[config.mk]
export PLATFORM = sky130hd
export DESIGN_NAME = pipe_hazard_ctrl
export DESIGN_NICKNAME = d
export VERILOG_FILES = /design/src/rtl/pipe_hazard_ctrl.sv
export SDC_FILE = /design/constraint.sdc
export NUM_CORES = 1
export LEC_CHECK = 0
export ABC_CLOCK_PERIOD_IN_PS = 2300
export CORE_MARGIN = 3
export CORE_UTILIZATION = 25
export DETAILED_ROUTE_END_ITERATION = 8
export PLACE_DENSITY_LB_ADDON = 0.1
export SYNTH_ARGS = -nofsm -noshare
export SYNTH_HDL_FRONTEND = slang
export SYNTH_SLANG_ARGS = --single-unit
export TNS_END_PERCENT = 100
[constraint.sdc]
create_clock -name clk -period 2.3 [get_ports clk]
set_input_delay 0.46 -clock clk [delete_from_list [all_inputs] [get_ports clk]]
set_output_delay 0.46 -clock clk [all_outputs]
set_load 0.1 [all_outputs]
[src/rtl/pipe_hazard_ctrl.sv]
// pipe_hazard_ctrl: pipeline sequencer for the IF/ID, ID/EX, EX/MEM and MEM/WB
// buffers and the PC. It handles load-use stalls, taken-branch flushes and
// syscall halt/resume.
// Optional build macro: PIPE_PERF_CNT_EN adds the stall/flush performance counters.
// When the macro is not defined, both counter outputs are tied to zero.
module pipe_hazard_ctrl #(
  parameter int unsigned LOAD_STALL_CYCLES = 1,
  parameter int unsigned CNT_W             = 32
) (
  input  logic             clk,
  input  logic             rst,
  input  logic [4:0]       id_R1_pos,
  input  logic [4:0]       id_R2_pos,
  input  logic             id_use_R1,
  input  logic             id_use_R2,
  input  logic [4:0]       ex_dst,
  input  logic             ex_is_load,
  input  logic             ex_branch,
  input  logic             ex_halt,
  input  logic             resume,
  output logic             pc_en,
  output logic             ifid_en,
  output logic             ifid_clr,
  output logic             idex_en,
  output logic             idex_clr,
  output logic             exmem_en,
  output logic             exmem_clr,
  output logic             memwb_en,
  output logic             memwb_clr,
  output logic [1:0]       state,
  output logic             halted,
  output logic [CNT_W-1:0] stall_cycles,
  output logic [CNT_W-1:0] flush_count
);

  typedef enum logic [1:0] {
    RUN     = 2'b00,
    LSTALL  = 2'b01,
    HALT    = 2'b10,
    RELEASE = 2'b11
  } state_t;

  // The cycle that detects the hazard is the first stall cycle.
  // The counter therefore covers the remaining LOAD_STALL_CYCLES-1 cycles.
  localparam logic [3:0] STALL_RELOAD = 4'(LOAD_STALL_CYCLES - 1);

  state_t     cur, nxt;
  logic [3:0] cnt, cnt_nxt;
  logic       hz;
  logic       stall_inc;
  logic       flush_inc;

  // Load-use hazard: the ID instruction reads the register that the load in EX writes.
  // Register 0 is hardwired, so a load to it never causes a stall.
  assign hz = ex_is_load && (ex_dst != 5'd0) &&
              ((id_use_R1 && (id_R1_pos == ex_dst)) ||
               (id_use_R2 && (id_R2_pos == ex_dst)));

  // State and stall-counter registers.
  always_ff @(posedge clk) begin
    if (rst) begin
      cur <= RUN;
      cnt <= '0;
    end else begin
      cur <= nxt;
      cnt <= cnt_nxt;
    end
  end

  // Next state and buffer controls.
  // The buffers sample en/clr on the same edge that updates the state.
  always_comb begin
    nxt       = cur;
    cnt_nxt   = cnt;
    stall_inc = 1'b0;
    flush_inc = 1'b0;
    pc_en     = 1'b1;
    ifid_en   = 1'b1;
    ifid_clr  = 1'b0;
    idex_en   = 1'b1;
    idex_clr  = 1'b0;
    exmem_en  = 1'b1;
    exmem_clr = 1'b0;
    memwb_en  = 1'b1;
    memwb_clr = 1'b0;
    unique case (cur)
      RUN: begin
        if (ex_halt) begin
          // Freeze every stage so that the syscall stays in EX.
          pc_en    = 1'b0;
          ifid_en  = 1'b0;
          idex_en  = 1'b0;
          exmem_en = 1'b0;
          memwb_en = 1'b0;
          nxt      = HALT;
        end else if (ex_branch) begin
          // Flush the two younger instructions on the wrong path.
          ifid_clr  = 1'b1;
          idex_clr  = 1'b1;
          flush_inc = 1'b1;
        end else if (hz) begin
          // Hold PC and IF/ID, and insert a bubble into EX.
          pc_en     = 1'b0;
          ifid_en   = 1'b0;
          idex_clr  = 1'b1;
          stall_inc = 1'b1;
          if (LOAD_STALL_CYCLES > 1) begin
            cnt_nxt = STALL_RELOAD;
            nxt     = LSTALL;
          end
        end
      end
      LSTALL: begin
        // EX holds a bubble here, so branch and halt cannot be real.
        pc_en     = 1'b0;
        ifid_en   = 1'b0;
        idex_clr  = 1'b1;
        stall_inc = 1'b1;
        cnt_nxt   = cnt - 4'd1;
        if (cnt == 4'd1) nxt = RUN;
      end
      HALT: begin
        pc_en    = 1'b0;
        ifid_en  = 1'b0;
        idex_en  = 1'b0;
        exmem_en = 1'b0;
        memwb_en = 1'b0;
        if (resume) nxt = RELEASE;
      end
      RELEASE: begin
        // One free cycle lets the syscall leave EX before ex_halt is looked at again.
        nxt = RUN;
      end
      default: nxt = RUN;
    endcase
    if (rst) begin
      // Empty the whole pipeline while holding the PC.
      pc_en     = 1'b0;
      ifid_en   = 1'b1;
      ifid_clr  = 1'b1;
      idex_en   = 1'b1;
      idex_clr  = 1'b1;
      exmem_en  = 1'b1;
      exmem_clr = 1'b1;
      memwb_en  = 1'b1;
      memwb_clr = 1'b1;
      stall_inc = 1'b0;
      flush_inc = 1'b0;
    end
  end

  assign state  = cur;
  assign halted = (cur == HALT);

`ifdef PIPE_PERF_CNT_EN
  // Performance counters. They wrap naturally at 2^CNT_W.
  always_ff @(posedge clk) begin
    if (rst) begin
      stall_cycles <= '0;
      flush_count  <= '0;
    end else begin
      if (stall_inc) stall_cycles <= stall_cycles + 1'b1;
      if (flush_inc) flush_count  <= flush_count + 1'b1;
    end
  end
`else
  logic unused_perf;
  assign unused_perf  = stall_inc ^ flush_inc;
  assign stall_cycles = '0;
  assign flush_count  = '0;
`endif

endmodule

### Word-level counts from Yosys, hierarchy flattened

Cells that the tools add are included.

| word-level totals | value |
|---|---|
| bits in registers | 6 |
| input port bits | 23 |
| output and inout bits | 76 |
| word-level logic and storage cells | 44 |

| operators by class | value |
|---|---|
| $add $sub $neg | 1 |
| equal/unequal tests | 9 |
| mux-type cells | 23 |
| reductions and logical operators | 9 |

Operators with widths:

| kind | number |
|---|---|
| $mux W1 | 16 |
| $eq A5 B5 Y1 | 2 |
| $pmux W2 S4 | 1 |
| $mux W2 | 3 |
| $ne A2 B2 Y1 const B | 3 |
| $pmux W1 S2 | 3 |
| $reduce_bool A5 Y1 | 1 |
| $eq A2 B2 Y1 const B | 2 |
| $eq A4 B1 Y1 const B | 1 |
| $logic_and A1 B1 Y1 | 4 |
| $sub A4 B1 Y4 const B | 1 |
| $reduce_and A3 Y1 | 1 |
| $eq A2 B1 Y1 const B | 1 |
| $logic_not A2 Y1 | 1 |
| $reduce_or A2 Y1 | 1 |
| $logic_or A1 B1 Y1 | 1 |

### Depth between registers and ports, before layout

Gate-level depths: netlist of the first run.

| depth | value |
|---|---|
| depth in word-level cells | 9 |
| depth in mapped cells | 6 |
| mapped depth without buffers | 6 |

### Least setup slack after synthesis of the first run

OpenSTA, ideal clock, no wires.

| timing path | value |
|---|---|
| path kind | register to output |
| start point | register cur[1], in the netlist state[1] |
| end point | output ifid_en |
| arrival | 3.247 ns |
| data required time | 1.840 ns |
| slack | -1.407 ns |
| stages on the path, launching flop included | 6 |
| buffers on the path | 0 |
| cell sequence | dfxtp_1 -> inv_1 -> ha_1 -> o2bb2ai_1 -> nor3_1 -> a21oi_1 |

| between the ends | value |
|---|---|
| word-level cells in the longest chain between the ends | 4 |
| elaborated cells between the ends (all ways) | 6 |
| classes of those cells | eq/ne: 2; mux: 2; reduce/logical: 2 |

Ends and longest elaborated chain:

| element | RTL line | RTL |
|---|---|---|
| start, declared | 47 | `state_t cur, nxt;` |
| start signal, assigned | 65 | `cur <= nxt;` |
| $eq A2 B2 Y1 or $eq A2 B1 Y1 (tied branches) | 86 | `unique case (cur)` |
| $reduce_or A2 Y1 (no line) | n/a |  |
| $pmux W1 S2 * | 86 |  |
| $mux W1 * | 136 | `if (rst) begin` |
| end, declared | 22 | `output logic ifid_en,` |

Every way passes the cells marked *; elsewhere a longest branch is shown, timed or not.

### Worst setup path after layout of the first run

| timing path | value |
|---|---|
| start point | input ex_dst[4] |
| end point | output idex_clr |

| between the ends | value |
|---|---|
| word-level cells in the longest chain between the ends | 9 |
| elaborated cells between the ends (all ways) | 13 |
| classes of those cells | eq/ne: 2; mux: 5; reduce/logical: 6 |

Ends and longest elaborated chain:

| element | RTL line | RTL |
|---|---|---|
| start, declared | 16 | `input logic [4:0] ex_dst,` |
| $eq A5 B5 Y1, on equally long branches | 56, 57 |  |
| $logic_and A1 B1 Y1, on equally long branches | 56, 57 |  |
| $logic_or A1 B1 Y1 | 56 | `((id_use_R1 && (id_R1_pos == ex_dst)) \|\|` |
| $logic_and A1 B1 Y1 * | 55 | `assign hz = ex_is_load && (ex_dst != 5'd0) &&` |
| $mux W1 * | 101 | `end else if (hz) begin` |
| $mux W1 * | 96 | `end else if (ex_branch) begin` |
| $mux W1 * | 88 | `if (ex_halt) begin` |
| $pmux W1 S2 * | 86 |  |
| $mux W1 * | 136 |  |
| end, declared | 25 | `output logic idex_clr,` |

Marked as above.

==> impl_metrics.py, run 1 <==
metrics = {
    "clock_network": {
        "cts_sinks": 6,
        "clk_path_buf_depth": 2,
        "h-tree-depth": 1,
        "cts-root-buf": "clkbuf_8",
        "cts_tree": "yes",
        "holdBufCountCts": 0,
        "cts_buffers": 3,
        "clk_pin_slew_ns": 0.04,
        "clk_latency_ns": 0.22,
    },
    "hold_path": {
        "hold_class": "register to register",
        "hold_start": "state[1]$_SDFFE_PP0P_",
    },
    "route": {
        "drt_pass1_iterations": 4,
        "vias": 805,
        "wire_per_inst_um": 9.622,
        "via_per_inst": 3.578,
        "drcViolationCount": 0,
        "ant_nets": 0,
        "first_iter_violations": 12,
        "routed_wl_um": 2165,
    },
    "timing": {
        "hold_violations": 0,
        "setup_viol": 1,
        "rsz0062_at_grt": "true",
        "fin_crit_sh_pct": 100.2,
        "period_needed_ns": 2.305,
        "tns_ns": -0.004596,
        "fin_worst_skew_ns": 0.006494,
        "finalWorstSetupSlack_ns": -0.004596,
        "fmaxAchievable_mhz": 433.9,
        "report.final.slew_viol_count": 0,
    },
    "synthesis": {
        "synth_cells": 134,
        "syn_area_sq_mm": 0.001045,
        "synthDistinctLibCells": 28,
        "syn_avg_cell_area_sq_um": 7.797,
        "ys_seq_area_share_pct": 11.50,
        "synth-warning-count": 0,
        "synth-seq-cells": 6,
    },
    "global_routing": {
        "overflow": 0,
        "grt_max_degree": 9,
        "grt_antenna_before_repair": 0,
        "grt_pass1_vias": 737,
        "grt_pass1_wl_um": 3139,
        "grt.total_usage_pct": 7.856,
    },
    "final_layout": {
        "nFillCells": 393,
        "drive_above_1_share_pct": 28.25,
        "design_area_sq_mm": 0.001513,
        "nNetsFinal": 206,
        "fin_cells": 225,
        "antenna-diode-count": 0,
        "areaGrowthSynthToFinish_pct": 44.79,
        "final_common_cell": "conb_1",
        "post-route-util_pct": 39.25,
        "final_cell_mix": "64 x conb_1, 13 x buf_4, 12 x xnor2_1, 12 x clkdlybuf4s50_1, 9 x buf_12",
    },
    "floorplan": {
        "dieArea_sq_mm": 0.004991,
        "start_util_pct": 27.11,
        "die_height_um": 70.65,
        "core_area_sq_mm": 0.003854,
        "rows": 22,
        "die_w_um": 70.65,
        "io_pins": 99,
    },
    "worst_setup_path": {
        "worstReg2RegStart": "cnt[0]$_SDFFE_PP0N_",
        "cp_slowest_cell": "or4_4",
        "path_buf_inv": 3,
        "worst_setup_path_end_kind": "output port",
        "start_kind": "input pin",
        "worstSetupPathType": "input pin to output port",
        "startpoint": "ex_dst[4]",
        "cp_max_fo": 2,
        "crit_end": "idex_clr",
        "cp_top_family": "simple AND/OR/NAND/NOR gates",
        "r2r_end": "state[1]$_SDFFE_PP0P_",
        "crit_path_cell_trace": "buf_6 > or4_4 > o21ai_4 > inv_2 > a311o_2 > buf_12",
        "worst_ep_arrival_time_ns": 1.84,
        "rr_worst_depth": 5,
        "r2r_setup_slack_ns": 0.64,
        "critPathRequiredTime_ns": 1.84,
        "worst-path-stages": 6,
        "max_stage_delay_ns": 0.54,
    },
    "placement": {
        "place_ws_ns": -0.4088,
        "place_area_sq_mm": 0.001395,
        "hpwl_um": 1952,
        "place_congestion": 0.6707,
        "placedCellCount": 220,
        "port_buffers": 34,
    },
    "power": {
        "powerDensity_mw_per_mm2": 1262,
        "p_leak_nw": 0.7395,
        "vdd_drop_max_v": 0.0003963,
    },
    "job": {
        "drv_cap": 0,
    },
    "outcome": {
        "status": "finished with violations",
        "violations": "negative setup slack",
    },
}
-- sequential cells by signal, indices dropped and copies added (netlist names) --
signal	flops
state	2
cnt	4
-- timing repair --
action / in CTS / in global routing
resized for setup: 25 / 7
buffers inserted: 0 / 1
endpoints found under the setup margin: 3 / 3
pin swaps: 5 / 7
-- where the power goes --
group	internal, mW	total [mW]	switching (mW)
clock	0.119	0.166	0.0468
combinational	0.408	1.56	1.15
sequential	0.145	0.182	0.0365
total	0.673	1.91	1.24
-- kinds of logic (layout without fill, tap and decap cells) --
logic type / count (synthesis) / after routing / share of synthesized area, %
compound gates: 15 / 15 / 9.941
simple gates: 17 / 17 / 8.624
xor+xnor: 13 / 13 / 10.90
fa+ha+maj: 5 / 5 / 5.988
flops: 6 / 6 / 11.50
buf+inv: 76 / 56 / 51.74
mux: 1 / 1 / 0.9581
other cells: 1 / 64 / 0.3589
-- synth_stat cells --
cell type / instances / area (sq um)
conb_1: 1 / 3.750
a311o_1: 1 / 10.01
or2_2: 1 / 6.260
nand4_1: 2 / 12.51
nand2_1: 3 / 11.26
buf_4: 68 / 510.5
or3b_2: 1 / 8.760
dfxtp_1: 6 / 120.1
ha_1: 5 / 62.56
xor2_1: 1 / 8.760
mux2i_1: 1 / 10.01
nor3_1: 2 / 10.01
xnor2_1: 12 / 105.1
inv_2: 1 / 3.750
a21oi_1: 4 / 20.02
nor2b_1: 1 / 6.260
o21ai_2: 1 / 8.760
nor4b_1: 1 / 8.760
a211oi_1: 4 / 30.03
inv_1: 5 / 18.77
o2bb2ai_1: 1 / 8.760
o21ai_0: 1 / 5.000
or4_1: 1 / 7.510
nor2_1: 5 / 18.77
o22ai_1: 1 / 6.260
o21bai_1: 1 / 7.510
clkbuf_1: 2 / 7.510
a21o_1: 1 / 7.510
-- worst min path at each step --
stage / to / slack [ns] / cells after the start
after floorplan: cnt[3]$_SDFFE_PP0N_ / 0.48 / 2
after global placement: cnt[3]$_SDFFE_PP0N_ / 0.49 / 2
after detailed placement: state[1]$_SDFFE_PP0P_ / 0.52 / 2
after CTS: state[1]$_SDFFE_PP0P_ / 0.52 / 2
after global routing: state[1]$_SDFFE_PP0P_ / 0.56 / 2
final: state[1]$_SDFFE_PP0P_ / 0.52 / 2
-- layer usage --
layer | wire length (um) | vias up | GRT usage [%]
li1 | - | 386 | -
met1 | 755 | 349 | 7.627
met2 | 1105 | 68 | 15.28
met3 | 294 | 2 | 3.267
met4 | 8 | 0 | 1.879
met5 | 0 | - | 0
-- worst reg2reg max path: stages (launching register included) --
cell and delay, ns:
dfxtp_1 0.38, ha_1 0.16, or3b_2 0.45, a21oi_1 0.24, o21ai_0 0.13, a211oi_1 0.22
-- stage by stage --
step	total power [mW]	hold WS, ns
after detailed placement	1.691	0.5180
after global placement	1.684	0.4941
after CTS	1.892	0.5246
final	1.910	0.5167
after global routing	2.008	0.5600
after floorplan	1.476	0.4775
-- cell type report --
class / instances / area [sq um] / area share (%)
Clock buffer: 4 / 45.04 / 2.978
Sequential cell: 6 / 127.6 / 8.437
Inverter: 6 / 25.02 / 1.654
Tap cell: 48 / 60.06 / 3.970
Multi-Input combinational cell: 115 / 725.7 / 47.97
Timing Repair Buffer: 46 / 529.3 / 34.99
No activity file was read; power rests on OpenSTA's default activity.
==> inputs of run 2 (changes only) <==
MAX_ROUTING_LAYER = met4   (was default)
==> run 2 against run 1 <==
Compared with the run above: critical endpoint unchanged; largest power group unchanged; count of clock-buffer cells in the layout did not move; highest routed layer unchanged; critical path depth did not move; first-iteration DRC count fell by 25%; the flow still finishes with violations (negative setup slack).
==> impl_metrics.py, run 2 (same netlist as run 1, synthesis figures left out) <==
metrics = {
    "global_routing": {
        "grt.busiest_layer": "met2",
        "grt_max_degree": 9,
        "grt_pass1_vias": 736,
        "grt.total_usage_pct": 8.090,
        "grt_antenna_before_repair": 0,
        "globalRouteMet1Util_pct": 7.966,
        "overflow": 0,
        "grt_pass1_wl_um": 3146,
        "gr-usage-met2_pct": 15.28,
        "use_met3_pct": 2.699,
    },
    "placement": {
        "hpwl_um": 1952,
        "place_ws_ns": -0.4088,
        "place_congestion": 0.6772,
        "port_buffers": 34,
    },
    "clock_network": {
        "cts_buffers": 3,
        "holdBufCountCts": 0,
        "cts-root-buf": "clkbuf_8",
        "cts_sinks": 6,
        "clk_path_buf_depth": 2,
        "clk_pin_slew_ns": 0.04,
        "h-tree-depth": 1,
        "clk_latency_ns": 0.22,
        "cts_tree": "yes",
    },
    "worst_setup_path": {
        "r2r_end": "state[1]$_SDFFE_PP0P_",
        "start_kind": "input pin",
        "worst_ep_arrival_time_ns": 1.84,
        "cp_max_fo": 2,
        "worst_setup_path_end_kind": "output port",
        "cp_slowest_cell": "or4_4",
        "worstSetupPathType": "input pin to output port",
        "rr_worst_depth": 5,
        "r2r_setup_slack_ns": 0.64,
        "crit_path_cell_trace": "buf_6 > or4_4 > o21ai_4 > inv_2 > a311o_2 > buf_12",
        "max_stage_delay_ns": 0.54,
        "critPathRequiredTime_ns": 1.84,
        "worstReg2RegStart": "cnt[0]$_SDFFE_PP0N_",
    },
    "power": {
        "vdd_drop_max_v": 0.0003963,
        "powerDensity_mw_per_mm2": 1262,
        "p_leak_nw": 0.7395,
    },
    "timing": {
        "setup_viol": 1,
        "report.final.slew_viol_count": 0,
        "period_needed_ns": 2.305,
        "fin_crit_sh_pct": 100.2,
        "fin_worst_skew_ns": 0.006494,
        "rsz0062_at_grt": "true",
        "finalWorstSetupSlack_ns": -0.004596,
        "fmaxAchievable_mhz": 433.9,
        "tns_ns": -0.004596,
        "hold_violations": 0,
    },
    "final_layout": {
        "areaGrowthSynthToFinish_pct": 44.79,
        "largest_reg_flops": 4,
        "drive_above_1_share_pct": 28.25,
        "antenna-diode-count": 0,
        "final_cell_mix": "64 x conb_1, 13 x buf_4, 12 x xnor2_1, 12 x clkdlybuf4s50_1, 9 x buf_12",
        "final_common_cell": "conb_1",
        "top_register": "cnt",
        "nNetsFinal": 206,
    },
    "floorplan": {
        "die_height_um": 70.65,
        "io_pins": 99,
        "start_util_pct": 27.11,
        "rows": 22,
        "dieArea_sq_mm": 0.004991,
        "die_w_um": 70.65,
        "core_area_sq_mm": 0.003854,
    },
    "outcome": {
        "violations": "negative setup slack",
        "status": "finished with violations",
    },
    "route": {
        "ant_nets": 0,
        "wire_per_inst_um": 9.627,
        "via_per_inst": 3.578,
        "drcViolationCount": 0,
        "first_iter_violations": 9,
        "routed_wl_um": 2166,
        "drt_pass1_iterations": 4,
        "vias": 805,
    },
    "hold_path": {
        "hold_class": "register to register",
        "hold_depth": 2,
        "hold_start": "state[1]$_SDFFE_PP0P_",
        "min_to": "state[1]$_SDFFE_PP0P_",
    },
    "job": {
        "drv_cap": 0,
    },
}
run 2: cell counts in the layout (fill, tap and decap cells not counted):
No cell type changed its count.
run 2: repair_timing:
action / 4_1_cts / 5_1_grt
hold endpoints to repair: 0 / 0
pin swaps: 5 / 7
endpoints found under the setup margin: 3 / 3
gates resized for setup: 25 / 7
buffers inserted: 0 / 1
run 2: per-stage QoR:
step | power (mW) | hold slack (ns) | instances | util, % | instance area (sq um)
final | 1.910 | 0.5168 | 225 | 39.25 | 1513
after global routing | 2.008 | 0.5600 | 225 | 39.25 | 1513
after CTS | 1.892 | 0.5246 | 224 | 38.31 | 1476
after global placement | 1.684 | 0.4941 | 220 | 36.20 | 1395
after floorplan | 1.476 | 0.4775 | 197 | - | 1348
after detailed placement | 1.691 | 0.5180 | 220 | 36.20 | 1395
run 2: critical path: cells and delay by family:
kind / cells / cell delay (ns)
AND/OR/NAND/NOR: 1 / 0.54
AO/OA/AOI/OAI: 2 / 0.54
buffers and inverters: 3 / 0.30
run 2: worst max path at each step:
stage	slack (ns)	startpoint	depth (start not counted)	to
floorplan	0.006	ex_dst[1]	4	ifid_en
global placement	-0.38	ex_dst[2]	6	idex_clr
detailed placement	-0.41	ex_dst[2]	6	idex_clr
CTS	0.01	ex_dst[4]	6	idex_clr
global route	-0.03	ex_dst[4]	6	idex_clr
finish	-0.005	ex_dst[4]	6	idex_clr
run 2: layout make-up:
cell class                 count  area (sq um)
sequential                     6         127.6
fill                         393          2341
tap                           48         60.06
clock buffer                   4         45.04
inverter                       6         25.02
multi-input combinational    115         725.7
timing repair buffer          46         529.3
run 2: metal layers:
metal  share of wire [%]  vias to the layer above
li1                    -                      386
met1                  36                      349
met2                  51                       68
met3                  13                        2
met4                0.37                        0
met5                   0                        -
run 2: power by group:
| group | switching (mW) | internal (mW) |
|---|---|---|
| Combinational | 1.15 | 0.408 |
| Sequential | 0.0365 | 0.145 |
| Clock | 0.0468 | 0.119 |
| Total | 1.24 | 0.673 |
==> inputs of run 3 (changes only) <==
ABC_CLOCK_PERIOD_IN_PS = default   (was 2300)
==> results of run 3 <==
No change in the layout: final DEF, timing and power equal those of run 2.
